===== config.mk =====
export PLATFORM = sky130hd
export DESIGN_NAME = egk_bin_serializer
export DESIGN_NICKNAME = d
export VERILOG_FILES = /design/src/rtl/egk_bin_pkg.sv /design/src/rtl/egk_bin_serializer.sv
export SDC_FILE = /design/constraint.sdc
export NUM_CORES = 1
export LEC_CHECK = 0
export CORE_MARGIN = 5
export CORE_UTILIZATION = 45
export CTS_CLUSTER_SIZE = 14
export DETAILED_ROUTE_END_ITERATION = 16
export HOLD_SLACK_MARGIN = 0.08
export PLACE_DENSITY = 0.73
export SYNTH_ARGS = -nofsm -noshare
export SYNTH_HDL_FRONTEND = slang
export SYNTH_SLANG_ARGS = --single-unit

===== constraint.sdc =====
create_clock -name clk -period 2.7 [get_ports clk]
set_input_delay 0.27 -clock clk [delete_from_list [all_inputs] [get_ports clk]]
set_output_delay 0.27 -clock clk [all_outputs]
set_load 0.005 [all_outputs]

===== src/rtl/egk_bin_pkg.sv =====
// Shared types and helpers for the EGk bin serializer.
//   ser_state_t      : serializer FSM state encoding
//   cnt_width()      : width of a bin counter that can hold 0..bin_width
//   BIN_WIDTH_DEF    : default codeword / shift register width
//   LEN_WIDTH_DEF    : default width of the binarizer length field
package egk_bin_pkg;

   localparam int BIN_WIDTH_DEF = 16;
   localparam int LEN_WIDTH_DEF = 16;

   typedef enum logic {
      IDLE  = 1'b0,
      SHIFT = 1'b1
   } ser_state_t;

   function automatic int cnt_width(input int bin_width);
      return $clog2(bin_width + 1);
   endfunction

endpackage


===== src/rtl/egk_bin_serializer.sv =====
// EGk bin serializer: accepts one codeword (code value + bin count) per
// transfer and emits it one bin per cycle, MSB-first, over valid/ready.
// A new codeword can be accepted in the cycle the previous one's last bin
// is taken, so back-to-back words stream with no bubble.
//
// Ports:
//   clk, rst        clock; synchronous active-high reset
//   in_valid_i      codeword present on code_i/len_i
//   in_ready_o      can accept a codeword this cycle (combinational from
//                   bin_ready_i while the last bin is being presented)
//   code_i, len_i   codeword; bins are code_i[len-1] .. code_i[0]
//   bin_o           current bin
//   bin_valid_o     bin_o is valid
//   bin_ready_i     downstream takes bin_o this cycle
//   last_o          current bin ends its codeword
//   len_err_o       sticky: some len_i exceeded BIN_WIDTH (clamped)
//   bin_count_o     32-bit wrapping count of output transfers
//                   (only when EGK_BIN_COUNT_EN is defined)
//
// State table:
//   IDLE  | no codeword held; ready for input, no bin output
//   SHIFT | presenting shreg_q[cnt_q-1]; cnt_q bins remain
module egk_bin_serializer
   import egk_bin_pkg::*;
#(
   parameter int BIN_WIDTH = BIN_WIDTH_DEF,
   parameter int LEN_WIDTH = LEN_WIDTH_DEF
) (
   input  logic                 clk,
   input  logic                 rst,
   input  logic                 in_valid_i,
   output logic                 in_ready_o,
   input  logic [BIN_WIDTH-1:0] code_i,
   input  logic [LEN_WIDTH-1:0] len_i,
   output logic                 bin_o,
   output logic                 bin_valid_o,
   input  logic                 bin_ready_i,
   output logic                 last_o,
   output logic                 len_err_o
`ifdef EGK_BIN_COUNT_EN
   ,
   output logic [31:0]          bin_count_o
`endif
);

   localparam int CW = cnt_width(BIN_WIDTH);
   localparam logic [LEN_WIDTH-1:0] LEN_MAX  = LEN_WIDTH'(BIN_WIDTH);
   localparam logic [CW-1:0]        CNT_MAX  = CW'(BIN_WIDTH);
   localparam logic [CW-1:0]        CNT_ONE  = CW'(1);
   localparam logic [BIN_WIDTH-1:0] BIT0     = BIN_WIDTH'(1);

   ser_state_t           state_q, state_d;
   logic [BIN_WIDTH-1:0] shreg_q, shreg_d;
   logic [CW-1:0]        cnt_q, cnt_d;
   logic                 len_err_q, len_err_d;

   logic                 len_over;
   logic                 len_zero;
   logic [CW-1:0]        load_cnt;
   logic                 cur_bin;
   logic                 is_last;

   assign len_over = (len_i > LEN_MAX);
   assign len_zero = (len_i == '0);
   assign load_cnt = len_over ? CNT_MAX : CW'(len_i);
   assign is_last  = (cnt_q == CNT_ONE);

   // Mask-and-reduce rather than a variable bit-select so the index never
   // needs to fit the shreg range (cnt_q-1 wraps when cnt_q is 0 in IDLE).
   assign cur_bin  = |(shreg_q & (BIT0 << (cnt_q - CNT_ONE)));

   always_comb begin
      state_d     = state_q;
      shreg_d     = shreg_q;
      cnt_d       = cnt_q;
      in_ready_o  = 1'b0;
      bin_valid_o = 1'b0;
      bin_o       = 1'b0;
      last_o      = 1'b0;

      case (state_q)
         IDLE: begin
            in_ready_o = 1'b1;
            if (in_valid_i && !len_zero) begin
               shreg_d = code_i;
               cnt_d   = load_cnt;
               state_d = SHIFT;
            end
         end
         SHIFT: begin
            bin_valid_o = 1'b1;
            bin_o       = cur_bin;
            last_o      = is_last;
            in_ready_o  = is_last && bin_ready_i;
            if (bin_ready_i) begin
               if (!is_last) begin
                  cnt_d = cnt_q - CNT_ONE;
               end else if (in_valid_i && !len_zero) begin
                  shreg_d = code_i;
                  cnt_d   = load_cnt;
               end else begin
                  cnt_d   = '0;
                  state_d = IDLE;
               end
            end
         end
         default: begin
            state_d = IDLE;
            cnt_d   = '0;
         end
      endcase

      len_err_d = len_err_q | (in_valid_i && in_ready_o && len_over);
   end

   always_ff @(posedge clk) begin
      if (rst) begin
         state_q   <= IDLE;
         shreg_q   <= '0;
         cnt_q     <= '0;
         len_err_q <= 1'b0;
      end else begin
         state_q   <= state_d;
         shreg_q   <= shreg_d;
         cnt_q     <= cnt_d;
         len_err_q <= len_err_d;
      end
   end

   assign len_err_o = len_err_q;

`ifdef EGK_BIN_COUNT_EN
   logic [31:0] bin_count_q;

   always_ff @(posedge clk) begin
      if (rst) begin
         bin_count_q <= '0;
      end else if (bin_valid_o && bin_ready_i) begin
         bin_count_q <= bin_count_q + 32'd1;
      end
   end

   assign bin_count_o = bin_count_q;
`endif

endmodule


After elaboration in Yosys (flattened, before gate mapping):

Index checks and enable logic that the tools add are counted.

* add/subtract/negate cells: 1
* $lt $le $gt $ge: 1
* eq/ne operators: 4
* shift operators: 1
* multiplexer cells: 18
* bitwise gates (word level): 3
* reductions and logical operators: 9

Operator list (number)
* 16-bit 2-to-1 mux: 3
* 16-bit one-hot mux with 2 select lines: 1
* 5-bit 2-to-1 mux: 5
* 16-bit AND: 1
* 16-bit by 5-bit greater-than comparator with 1-bit output, second input constant: 1
* 16-bit logical NOT: 1
* 16-bit OR reduction: 1
* 1-bit by 5-bit << shifter with 16-bit output, first input constant: 1
* 5-bit one-hot mux with 2 select lines: 1
* 1-bit 2-to-1 mux: 6
* 5-bit by 1-bit equality test with 1-bit output, second input constant: 1
* 5-bit by 1-bit subtractor with 5-bit output, second input constant: 1
* 1-bit logical AND: 4
* 2-bit != test, second input constant: 2
* 1-bit one-hot mux with 2 select lines: 2
* 2-bit AND reduction: 2
* 2-bit by 1-bit != test with 1-bit output, second input constant: 1
* 1-bit logical NOT: 1
* 1-bit inverter: 1
* 1-bit OR: 1

* register bits: 23
* input port bits: 36
* output and inout bits: 5
* word-level logic and storage cells: 41

Longest topological paths before layout:

Gate-level depths: netlist of the first run.

* word-level depth: 7
* mapped depth: 8
* gate-level depth less buffers: 6

Least setup slack after synthesis of the first run:

OpenSTA, ideal clock, no wires.

* kind: register to register
* start: register cnt_q[1]
* end: register shreg_q[0]
* library setup time: 0.072 ns
* arrival: 1.819 ns
* required time: 2.628 ns
* path slack: 0.809 ns
* cell stages (with the launch flop): 9
* path buffers: 2
* clock period less this slack: 1.891 ns
* cells stage by stage: dfxtp_1 > inv_1 > ha_1 > or4b_4 > o21ai_4 > and2_4 > buf_12 > buf_12 > mux2i_1

* word-level cells in the longest chain between the ends: 3

RTL lines
* start: declaration: RTL line egk_bin_serializer.sv:54 `logic [CW-1:0] cnt_q, cnt_d;`
* start signal: assignment: RTL line egk_bin_serializer.sv:125 `cnt_q <= cnt_d;`
* 5-bit by 1-bit equality test with 1-bit output: RTL line egk_bin_serializer.sv:66 `assign is_last = (cnt_q == CNT_ONE);`
* 2-bit by 1-bit != test with 1-bit output (no source line)
* 2-bit AND reduction (no source line)
* end signal: assignment: RTL line egk_bin_serializer.sv:124 `shreg_q <= shreg_d;`
* end: declaration: RTL line egk_bin_serializer.sv:53 `logic [BIN_WIDTH-1:0] shreg_q, shreg_d;`

Every way passes these cells.
A chain may end at the register's enable or synchronous reset.

Worst setup path in the final report of the first run:

* start: register cnt_q[0]
* end: output bin_o

* word-level cells in the longest chain between the ends: 5

RTL lines
* 5-bit by 1-bit subtractor with 5-bit output: RTL line egk_bin_serializer.sv:70 `assign cur_bin = |(shreg_q & (BIT0 << (cnt_q - CNT_ONE)));`
* 1-bit by 5-bit << shifter with 16-bit output: RTL line egk_bin_serializer.sv:70
* 16-bit AND: RTL line egk_bin_serializer.sv:70
* 16-bit OR reduction: RTL line egk_bin_serializer.sv:70
* 1-bit 2-to-1 mux: RTL line egk_bin_serializer.sv:81 `case (state_q)`
* end: declaration: RTL line egk_bin_serializer.sv:35 `output logic bin_o,`

Every way passes these cells.

==> results.sh, run 1 <==
export IMPL_clk_latency_ps=300
export IMPL_ys_seq_elements=23
export IMPL_ys_flop_type="dfxtp_1"
export IMPL_die_h_um=67.9
export IMPL_drtIter0Drc=43
export IMPL_synth_top_area_share_pct=30.5
export IMPL_worst_pin_slew_ps=538
export IMPL_critical_path_peak_fanout=6
export IMPL_grt_max_degree=22
export IMPL_cts_buffers=3
export IMPL_cap_violations=0
export IMPL_die_width_um=67.9
export IMPL_num_vias=1261
export IMPL_root_buffer="clkbuf_4"
export IMPL_cts_tree="yes"
export IMPL_use_met3_pct=4.93
export IMPL_synth_seq_area_share_pct=30.5
export IMPL_worst_ep_arrival_time_ps=2300
export IMPL_p_leak_nw=0.715
export IMPL_worst_ir_drop_vdd_mv=0.199
export IMPL_power_density_mw_per_mm2=409
export IMPL_synthTopCellsByArea="dfxtp_1 31%, mux2i_1 11%, nand2b_1 7.0%"
export IMPL_detail_route_antenna_nets=0
export IMPL_min_path_type="flip-flop to flip-flop"
export IMPL_synthArstFlopShare_pct=0
export IMPL_fin_setup_tns_ps=0
export IMPL_die_area_mm2=0.00461
export IMPL_core_area_mm2=0.00328
export IMPL_post_route_period_util_pct=95.2
export IMPL_p_switching_mw=0.235
export IMPL_clkSinkCount=23
export IMPL_fin_hold_ws_ps=458
export IMPL_synth_area_mm2=0.00151
export IMPL_synth_warnings=0
export IMPL_nets=234
export IMPL_max_freq_mhz=389
export IMPL_wirelength_um=3520
export IMPL_ctsHoldBuffers=0
export IMPL_path_cells="inv_1 -> ha_1 -> nor3b_2 -> xnor2_1 -> nand2_1 -> a211oi_1 -> clkdlybuf4s50_1"
export IMPL_area_growth_syn_to_layout_pct=29.3
export IMPL_slowest_stage="clkdlybuf4s50_1"
export IMPL_grt_pass1_wl_um=5950
export IMPL_setup_viol=0
export IMPL_combPwrFrac_pct=30.9
export IMPL_fin_skew_ps=2.03
export IMPL_dr_pass1_iters=4
export IMPL_gp_congestion=0.818
export IMPL_clk_pin_slew_ps=130
export IMPL_p_seq_share_pct=49.0
export IMPL_busiest_layer="met2"
export IMPL_relSlewSlack_pct=63.6
export IMPL_synth_distinct_cells=40
export IMPL_syn_inst=152
export IMPL_synth_top_area_cell="dfxtp_1"
export IMPL_cts_buffer_depth=2
export IMPL_postSynthAreaPerCell_um2=9.93
export IMPL_io_buffer_count=40
export IMPL_antenna_found_initial=0
export IMPL_status="finished clean"
export IMPL_grt_ovfl_total=0
export IMPL_synth_most_common_cell="dfxtp_1"
export IMPL_cp_end_kind="output pin"
export IMPL_rsz0062_at_grt="false"
export IMPL_wire_per_inst_um=14.8
export IMPL_syn_nets=194
export IMPL_drcViolationCount=0
export IMPL_drive_above_1_share_pct=13.1
export IMPL_internal_power_mw=0.562
export IMPL_vias_per_cell=5.32
export IMPL_synth_commonest_cells="23 x dfxtp_1, 17 x nand2b_1, 16 x mux2i_1"
export IMPL_clock_power_share_pct=20.1
export IMPL_path_class="flip-flop to output pin"
export IMPL_fp_row_count=21
export IMPL_cts_max_level=1
export IMPL_critPathRequiredTime_ps=2430
export IMPL_grt_pass1_vias=1349
export IMPL_antenna_cells=0
export IMPL_grt_usage_pct=16.6
export IMPL_switching_share_pct=29.5
export IMPL_min_period_ps=2570
export IMPL_num_io_pins=41
export IMPL_grt_met2_usage_pct=30.3
export IMPL_initial_core_util_pct=45.9
export IMPL_slowest_delay_ps=550
export IMPL_grt_use_met1_pct=18.5
export IMPL_cp_start_kind="flip-flop"
export IMPL_synth_edff_count=0
export IMPL_hpwl_um=2690
export IMPL_reg2reg_slack_ps=660
export IMPL_slew_violations=0
export IMPL_hold_viol=0
==> metal layers <==
layer  share of wire [%]  vias up  wire, um
met5                   0        -         0
met4                 1.0        0        36
met3                 8.6        6       303
met2                  50       50      1760
met1                  40      574      1420
li1                    -      631         -
==> per-stage QoR <==
stage / instances / setup WS, ps / utilization [%] / power [mW] / instance area (um2)
after global routing: 237 / 10.9 / 59.4 / 0.836 / 1950
after CTS: 236 / 42.1 / 58.9 / 0.787 / 1940
after global placement: 232 / 461 / 57.9 / 0.621 / 1900
after floorplan: 152 / 809 / - / 0.539 / 1510
final: 237 / 131 / 59.4 / 0.797 / 1950
after detailed placement: 232 / 341 / 57.9 / 0.629 / 1900
==> layout by cell type (no fill, tap or decap), types with 2 or more instances in the layout <==
cell type,instances
nand2_1,2
or3_1,2
nor2_1,2
clkbuf_4,3
a211oi_1,7
clkdlybuf4s50_1,40
or2b_2,8
buf_4,2
a22oi_1,8
or2b_1,7
nor4_4,2
nand3_1,4
dfxtp_2,2
ha_1,6
nand3b_1,2
dfxtp_1,21
o211ai_1,4
a21oi_1,4
nor3_1,2
a311oi_1,4
nand2b_1,17
mux2i_1,16
xnor2_1,2
inv_1,8
==> cell type report <==
type                    count  area (um2)
fillers                   285        1330
multi-input cells         114         958
flip-flops and latches     23         463
repair buffers             42         415
well taps                  46        57.6
inverters                   8        30.0
clock buffers               4        26.3
==> power groups by stage <==
stage	logic [mW]	registers (mW)	clock network, mW
CTS	0.238	0.389	0.159
floorplan	0.150	0.389	0
finish	0.246	0.391	0.160
global placement	0.227	0.395	0
global route	0.269	0.393	0.173
detailed placement	0.234	0.396	0
==> flip-flops by register name, summed over array words and instances (netlist names) <==
signal and cells:
shreg_q 16, cnt_q 5, len_err_o 1, state_q 1
==> logic make-up after synthesis <==
logic type	Yosys count	synth area share, %
DFF	23	30.5
adders and majority gates	6	4.97
and+or+nand+nor	55	27.0
xor gates and xnor gates	3	1.74
AOI/OAI and AO/OA	34	18.3
buffers and inverters	15	6.80
muxes	16	10.6
==> what timing repair did <==
| action | in CTS | in global routing |
|---|---|---|
| endpoints found under the setup margin | 1 | 1 |
| pin swaps | 0 | 1 |
| resized for setup | 1 | 3 |
| endpoints found under the hold margin | 0 | 0 |
| setup buffers | 0 | 1 |
==> worst paths after layout <==
check	start	depth (start not counted)	endpoint
setup / recovery	cnt_q[0]$_SDFFE_PP0P_	7	bin_o
hold / removal	len_err_o$_SDFF_PP0_	2	len_err_o$_SDFF_PP0_
setup reg to reg	cnt_q[1]$_SDFFE_PP0P_	6	shreg_q[11]$_SDFFE_PP0P_
hold reg to reg	len_err_o$_SDFF_PP0_	2	len_err_o$_SDFF_PP0_
==> worst max-delay path, delay by kind of cell (launching register included) <==
kind	cells	cell delay, ps
AOI/OAI and AO/OA	1	200
adders and majority gates	1	250
and+or+nand+nor	2	260
DFF	1	400
buffers and inverters	2	660
xor gates and xnor gates	1	220
Note: power is estimated with default switching activity, not from simulation.
==> run 2: changes to the inputs <==
--- a/config.mk
+++ b/config.mk
@@ -7,6 +7,7 @@
 export LEC_CHECK = 0
 export CORE_MARGIN = 5
 export CORE_UTILIZATION = 45
+export CTS_BUF_LIST = sky130_fd_sc_hd__clkbuf_2 sky130_fd_sc_hd__clkbuf_4 sky130_fd_sc_hd__clkbuf_8
 export CTS_CLUSTER_SIZE = 14
 export DETAILED_ROUTE_END_ITERATION = 16
 export HOLD_SLACK_MARGIN = 0.08
==> run 2 against run 1 <==
Against the previous run:
- clock skew is 1.8 ps higher
- worst hold slack barely moved
- core utilization up 0.11 points
==> results.sh, run 2 (synthesized netlist as in run 1, its figures left out) <==
export IMPL_worst_pin_slew_ps=532
export IMPL_top_register="shreg_q"
export IMPL_cts_tree="yes"
export IMPL_grt_max_degree=22
export IMPL_mostFrequentLayoutCell="clkdlybuf4s50_1"
export IMPL_drcViolationCount=0
export IMPL_min_path_type="flip-flop to flip-flop"
export IMPL_cap_violations=0
export IMPL_num_vias=1262
export IMPL_power_density_mw_per_mm2=412
export IMPL_worst_ir_drop_vdd_mv=0.199
export IMPL_max_freq_mhz=389
export IMPL_gp_congestion=0.818
export IMPL_nets=234
export IMPL_multi_input_area_um2=958
export IMPL_rsz0062_at_grt="false"
export IMPL_clkSinkCount=23
export IMPL_relSlewSlack_pct=64.0
export IMPL_reg2reg_slack_ps=650
export IMPL_r2r_start="cnt_q[1]$_SDFFE_PP0P_"
export IMPL_final_cell_mix="40 x clkdlybuf4s50_1, 21 x dfxtp_1, 17 x nand2b_1, 16 x mux2i_1"
export IMPL_cp_end_kind="output pin"
export IMPL_grt_pass1_vias=1355
export IMPL_drtIter0Drc=38
export IMPL_status="finished clean"
export IMPL_wire_per_inst_um=14.9
export IMPL_slew_violations=0
export IMPL_die_width_um=67.9
export IMPL_grt_usage_pct=16.6
export IMPL_root_buffer="clkbuf_4"
export IMPL_critical_path_peak_fanout=6
export IMPL_cts_buffers=3
export IMPL_grt_ovfl_total=0
export IMPL_drive_above_1_share_pct=13.6
export IMPL_hold_viol=0
export IMPL_cts_max_level=1
export IMPL_die_area_mm2=0.00461
export IMPL_setup_viol=0
export IMPL_fin_skew_ps=3.80
export IMPL_core_area_mm2=0.00328
export IMPL_post_route_period_util_pct=95.1
export IMPL_slowest_stage="clkdlybuf4s50_1"
export IMPL_critPathRequiredTime_ps=2430
export IMPL_min_period_ps=2570
export IMPL_fp_row_count=21
export IMPL_largest_reg_flops=16
export IMPL_reg_top3="shreg_q (16), cnt_q (5)"
export IMPL_clk_pin_slew_ps=120
export IMPL_vias_per_cell=5.32
export IMPL_dr_pass1_iters=4
export IMPL_clk_latency_ps=300
export IMPL_dpl_instance_area_mm2=0.00190
export IMPL_initial_core_util_pct=45.9
export IMPL_hold_start="len_err_o$_SDFF_PP0_"
export IMPL_fin_setup_tns_ps=0
export IMPL_detail_route_antenna_nets=0
export IMPL_cts_buffer_depth=2
export IMPL_cp_depth=7
export IMPL_path_delay_family="buffers and inverters"
export IMPL_die_h_um=67.9
export IMPL_area_growth_syn_to_layout_pct=29.5
export IMPL_whs_path_depth=2
export IMPL_holdPathEnd="len_err_o$_SDFF_PP0_"
export IMPL_num_io_pins=41
export IMPL_path_buf_inv=2
export IMPL_ctsHoldBuffers=0
export IMPL_hpwl_um=2690
export IMPL_worst_ep_arrival_time_ps=2300
export IMPL_path_cells="inv_1 -> ha_1 -> nor3b_2 -> xnor2_1 -> nand2_1 -> a211oi_1 -> clkdlybuf4s50_1"
export IMPL_p_leak_nw=0.718
export IMPL_stdcell_area_mm2=0.00195
export IMPL_grt_pass1_wl_um=5940
export IMPL_reg2regPathDepth=6
export IMPL_wirelength_um=3520
export IMPL_slowest_delay_ps=550
export IMPL_io_buffer_count=40
export IMPL_fin_hold_ws_ps=458
export IMPL_r2r_end="shreg_q[11]$_SDFFE_PP0P_"
export IMPL_fill_cells=280
export IMPL_path_class="flip-flop to output pin"
export IMPL_cp_start_kind="flip-flop"
export IMPL_antenna_found_initial=0
export IMPL_antenna_cells=0
export IMPL_register_area_um2=463
## run 2: cell counts in the layout (fill, tap and decap cells not counted)
Identical to the previous run, type by type.
## run 2: per-stage QoR
step           power, mW  instances  worst slack [ps]  utilization, %
2_1_floorplan      0.539        152               809               -
3_3_place_gp       0.621        232               461            57.9
3_5_place_dp       0.629        232               341            57.9
4_1_cts            0.798        236              40.1            59.0
5_1_grt            0.848        237              15.8            59.5
6_report           0.805        237               132            59.5
## run 2: worst min-delay path: cells and delay by family, from the launching register on
| kind | cells | cell delay (ps) |
|---|---|---|
| flip-flops | 1 | 330 |
| buffers and inverters | 1 | 50 |
| AO/OA/AOI/OAI | 1 | 50 |
## run 2: layout make-up
| class | instances | area share (%) |
|---|---|---|
| tap | 46 | 2.94 |
| inverter | 8 | 1.54 |
| clock buffer | 4 | 1.54 |
| sequential | 23 | 23.7 |
| timing repair buffer | 42 | 21.3 |
| multi-input combinational | 114 | 49.0 |
## run 2: routing by layer
metal  GRT usage [%]  part of all wire [%]  vias to the layer above
li1                -                     -                      631
met1            18.4                    41                      575
met2            30.3                    50                       50
met3            4.93                   8.6                        6
met4            5.21                  0.99                        0
met5               0                     0                        -
## run 2: worst max-delay path by stage
| stage | startpoint | to | slack (ps) |
|---|---|---|---|
| floorplan | cnt_q[1]$_SDFFE_PP0P_ | shreg_q[0]$_SDFFE_PP0P_ | 810 |
| global placement | cnt_q[0]$_SDFFE_PP0P_ | bin_o | 460 |
| detailed placement | cnt_q[0]$_SDFFE_PP0P_ | bin_o | 340 |
| CTS | cnt_q[0]$_SDFFE_PP0P_ | bin_o | 40 |
| global route | cnt_q[0]$_SDFFE_PP0P_ | bin_o | 20 |
| finish | cnt_q[0]$_SDFFE_PP0P_ | bin_o | 130 |
## run 2: power breakdown
part           leakage [nW]  switching, mW  internal, mW
combinational         0.510          0.108         0.138
clock                0.0184          0.100        0.0676
sequential            0.190         0.0247         0.366
total                 0.718          0.234         0.572
## run 2: what timing repair did
action	4_1_cts	5_1_grt
resized for setup	1	3
setup buffers	0	1
gates cloned	0	0
pin swaps	0	1
setup endpoints to repair	1	1
==> run 3: changes to the inputs <==
--- a/config.mk
+++ b/config.mk
@@ -6,12 +6,12 @@
 export NUM_CORES = 1
 export LEC_CHECK = 0
 export CORE_MARGIN = 5
-export CORE_UTILIZATION = 45
+export CORE_UTILIZATION = 40
 export CTS_BUF_LIST = sky130_fd_sc_hd__clkbuf_2 sky130_fd_sc_hd__clkbuf_4 sky130_fd_sc_hd__clkbuf_8
 export CTS_CLUSTER_SIZE = 14
 export DETAILED_ROUTE_END_ITERATION = 16
 export HOLD_SLACK_MARGIN = 0.08
-export PLACE_DENSITY = 0.73
+export PLACE_DENSITY = 0.66
 export SYNTH_ARGS = -nofsm -noshare
 export SYNTH_HDL_FRONTEND = slang
 export SYNTH_SLANG_ARGS = --single-unit
==> run 3 against run 2 <==
Against the previous run:
- global-route usage decreased by 1.4 points
- combinational power decreased by 4%
- highest routed layer unchanged
- sequential cell count unchanged
- clock-buffer cell count unchanged
- worst hold slack got worse by 1.3 ps
- final cell count increased by 0.42%
==> results.sh, run 3 (synthesized netlist as in run 1, its figures left out) <==
export IMPL_slew_violations=0
export IMPL_worst_pin_slew_ps=790
export IMPL_grt_pass1_wl_um=6310
export IMPL_root_buffer="clkbuf_8"
export IMPL_clock_power_share_pct=26.3
export IMPL_placedCellCount=234
export IMPL_cts_max_level=1
export IMPL_totalPowerFinal_mw=0.852
export IMPL_setup_viol=0
export IMPL_status="finished clean"
export IMPL_p_switching_mw=0.239
export IMPL_grt_usage_pct=15.2
export IMPL_core_area_mm2=0.00366
export IMPL_p_seq_share_pct=45.7
export IMPL_min_path_type="flip-flop to flip-flop"
export IMPL_ctsHoldBuffers=0
export IMPL_final_cells=238
export IMPL_fin_skew_ps=1.15
export IMPL_worst_ep_arrival_time_ps=2280
export IMPL_die_width_um=71.4
export IMPL_num_vias=1230
export IMPL_cp_end_kind="output pin"
export IMPL_holdPathEnd="len_err_o$_SDFF_PP0_"
export IMPL_grt_max_degree=33
export IMPL_cap_violations=0
export IMPL_grt_pass1_vias=1311
export IMPL_area_growth_syn_to_layout_pct=30.1
export IMPL_fp_row_count=22
export IMPL_reg2reg_slack_ps=670
export IMPL_reg_top3="shreg_q (16), cnt_q (5)"
export IMPL_largest_reg_flops=16
export IMPL_min_period_ps=2550
export IMPL_num_io_pins=41
export IMPL_cts_buffers=3
export IMPL_worst_ir_drop_vdd_mv=0.262
export IMPL_gp_congestion=0.784
export IMPL_vias_per_cell=5.17
export IMPL_relSlewSlack_pct=47.2
export IMPL_critical_path_peak_fanout=6
export IMPL_die_area_mm2=0.00510
export IMPL_internal_power_mw=0.613
export IMPL_p_leak_nw=0.718
export IMPL_max_freq_mhz=393
export IMPL_cp_start_kind="flip-flop"
export IMPL_grt_ovfl_total=0
export IMPL_whs_path_depth=2
export IMPL_finish_utilization_pct=53.6
export IMPL_die_h_um=71.4
export IMPL_rsz0062_at_grt="false"
export IMPL_dr_pass1_iters=4
export IMPL_switching_share_pct=28.1
export IMPL_drcViolationCount=0
export IMPL_dpl_instance_area_mm2=0.00190
export IMPL_clk_latency_ps=260
export IMPL_hpwl_um=2830
export IMPL_drtIter0Drc=56
export IMPL_wirelength_um=3680
export IMPL_power_density_mw_per_mm2=434
export IMPL_critPathRequiredTime_ps=2430
export IMPL_io_buffer_count=40
export IMPL_path_class="flip-flop to output pin"
export IMPL_stdcell_area_mm2=0.00196
export IMPL_cts_tree="yes"
export IMPL_nets=233
export IMPL_hold_viol=0
export IMPL_cts_buffer_depth=2
export IMPL_post_route_period_util_pct=94.3
export IMPL_clk_pin_slew_ps=80
export IMPL_detail_route_antenna_nets=0
export IMPL_final_cell_mix="40 x clkdlybuf4s50_1, 21 x dfxtp_1, 17 x nand2b_1, 16 x mux2i_1"
export IMPL_hold_start="len_err_o$_SDFF_PP0_"
export IMPL_reg2regPathDepth=6
export IMPL_r2r_start="cnt_q[1]$_SDFFE_PP0P_"
export IMPL_antenna_cells=0
export IMPL_r2r_end="shreg_q[9]$_SDFFE_PP0P_"
export IMPL_top_register="shreg_q"
export IMPL_mostFrequentLayoutCell="clkdlybuf4s50_1"
export IMPL_antenna_found_initial=0
export IMPL_clkSinkCount=23
export IMPL_combPwrFrac_pct=28.0
export IMPL_wire_per_inst_um=15.5
export IMPL_drive_above_1_share_pct=12.6
export IMPL_initial_core_util_pct=41.2
export IMPL_fin_setup_tns_ps=0
[run 3: worst max-delay path by stage]
stage,from,to,slack (ps),cells past startpoint
after global placement,cnt_q[0]$_SDFFE_PP0P_,bin_o,420,7
after CTS,cnt_q[0]$_SDFFE_PP0P_,bin_o,80,7
after detailed placement,cnt_q[0]$_SDFFE_PP0P_,bin_o,310,7
final,cnt_q[0]$_SDFFE_PP0P_,bin_o,150,7
after floorplan,cnt_q[1]$_SDFFE_PP0P_,shreg_q[0]$_SDFFE_PP0P_,810,8
after global routing,cnt_q[0]$_SDFFE_PP0P_,bin_o,10,7
[run 3: timing repair]
action,4_1_cts,5_1_grt
setup endpoints to repair,1,1
resized for setup,1,2
gates cloned,0,0
pin swaps,0,0
buffers inserted,0,0
[run 3: power by group through the flow]
stage / clock (mW) / sequential, mW / combinational [mW]
global placement: 0 / 0.396 / 0.230
finish: 0.224 / 0.389 / 0.238
global route: 0.250 / 0.393 / 0.263
detailed placement: 0 / 0.395 / 0.237
CTS: 0.234 / 0.389 / 0.240
floorplan: 0 / 0.389 / 0.150
[run 3: metrics by stage]
stage | hold slack (ps) | setup slack, ps
global route | 510 | 11.3
finish | 457 | 153
detailed placement | 442 | 310
CTS | 460 | 80.7
global placement | 436 | 415
floorplan | 425 | 809
[run 3: critical path, cell delays in order (launching register included)]
cell	delay, ps
dfxtp_2	350
inv_1	130
ha_1	220
nor3b_1	270
xnor2_1	180
nand2_1	90
a211oi_1	220
clkdlybuf4s50_1	550
[run 3: layout make-up]
cell class                 instances  area (um2)
clock buffer                       4        48.8
fill                             338        1700
inverter                           8        30.0
multi-input combinational        114         953
sequential                        23         463
tap                               48        60.1
timing repair buffer              41         408
[run 3: per-layer routing]
metal | GRT usage, % | up-vias | routed length (um)
li1 | - | 632 | -
met1 | 20.1 | 564 | 1660
met2 | 25.0 | 29 | 1830
met3 | 3.51 | 5 | 157
met4 | 3.76 | 0 | 34
met5 | 0 | - | 0
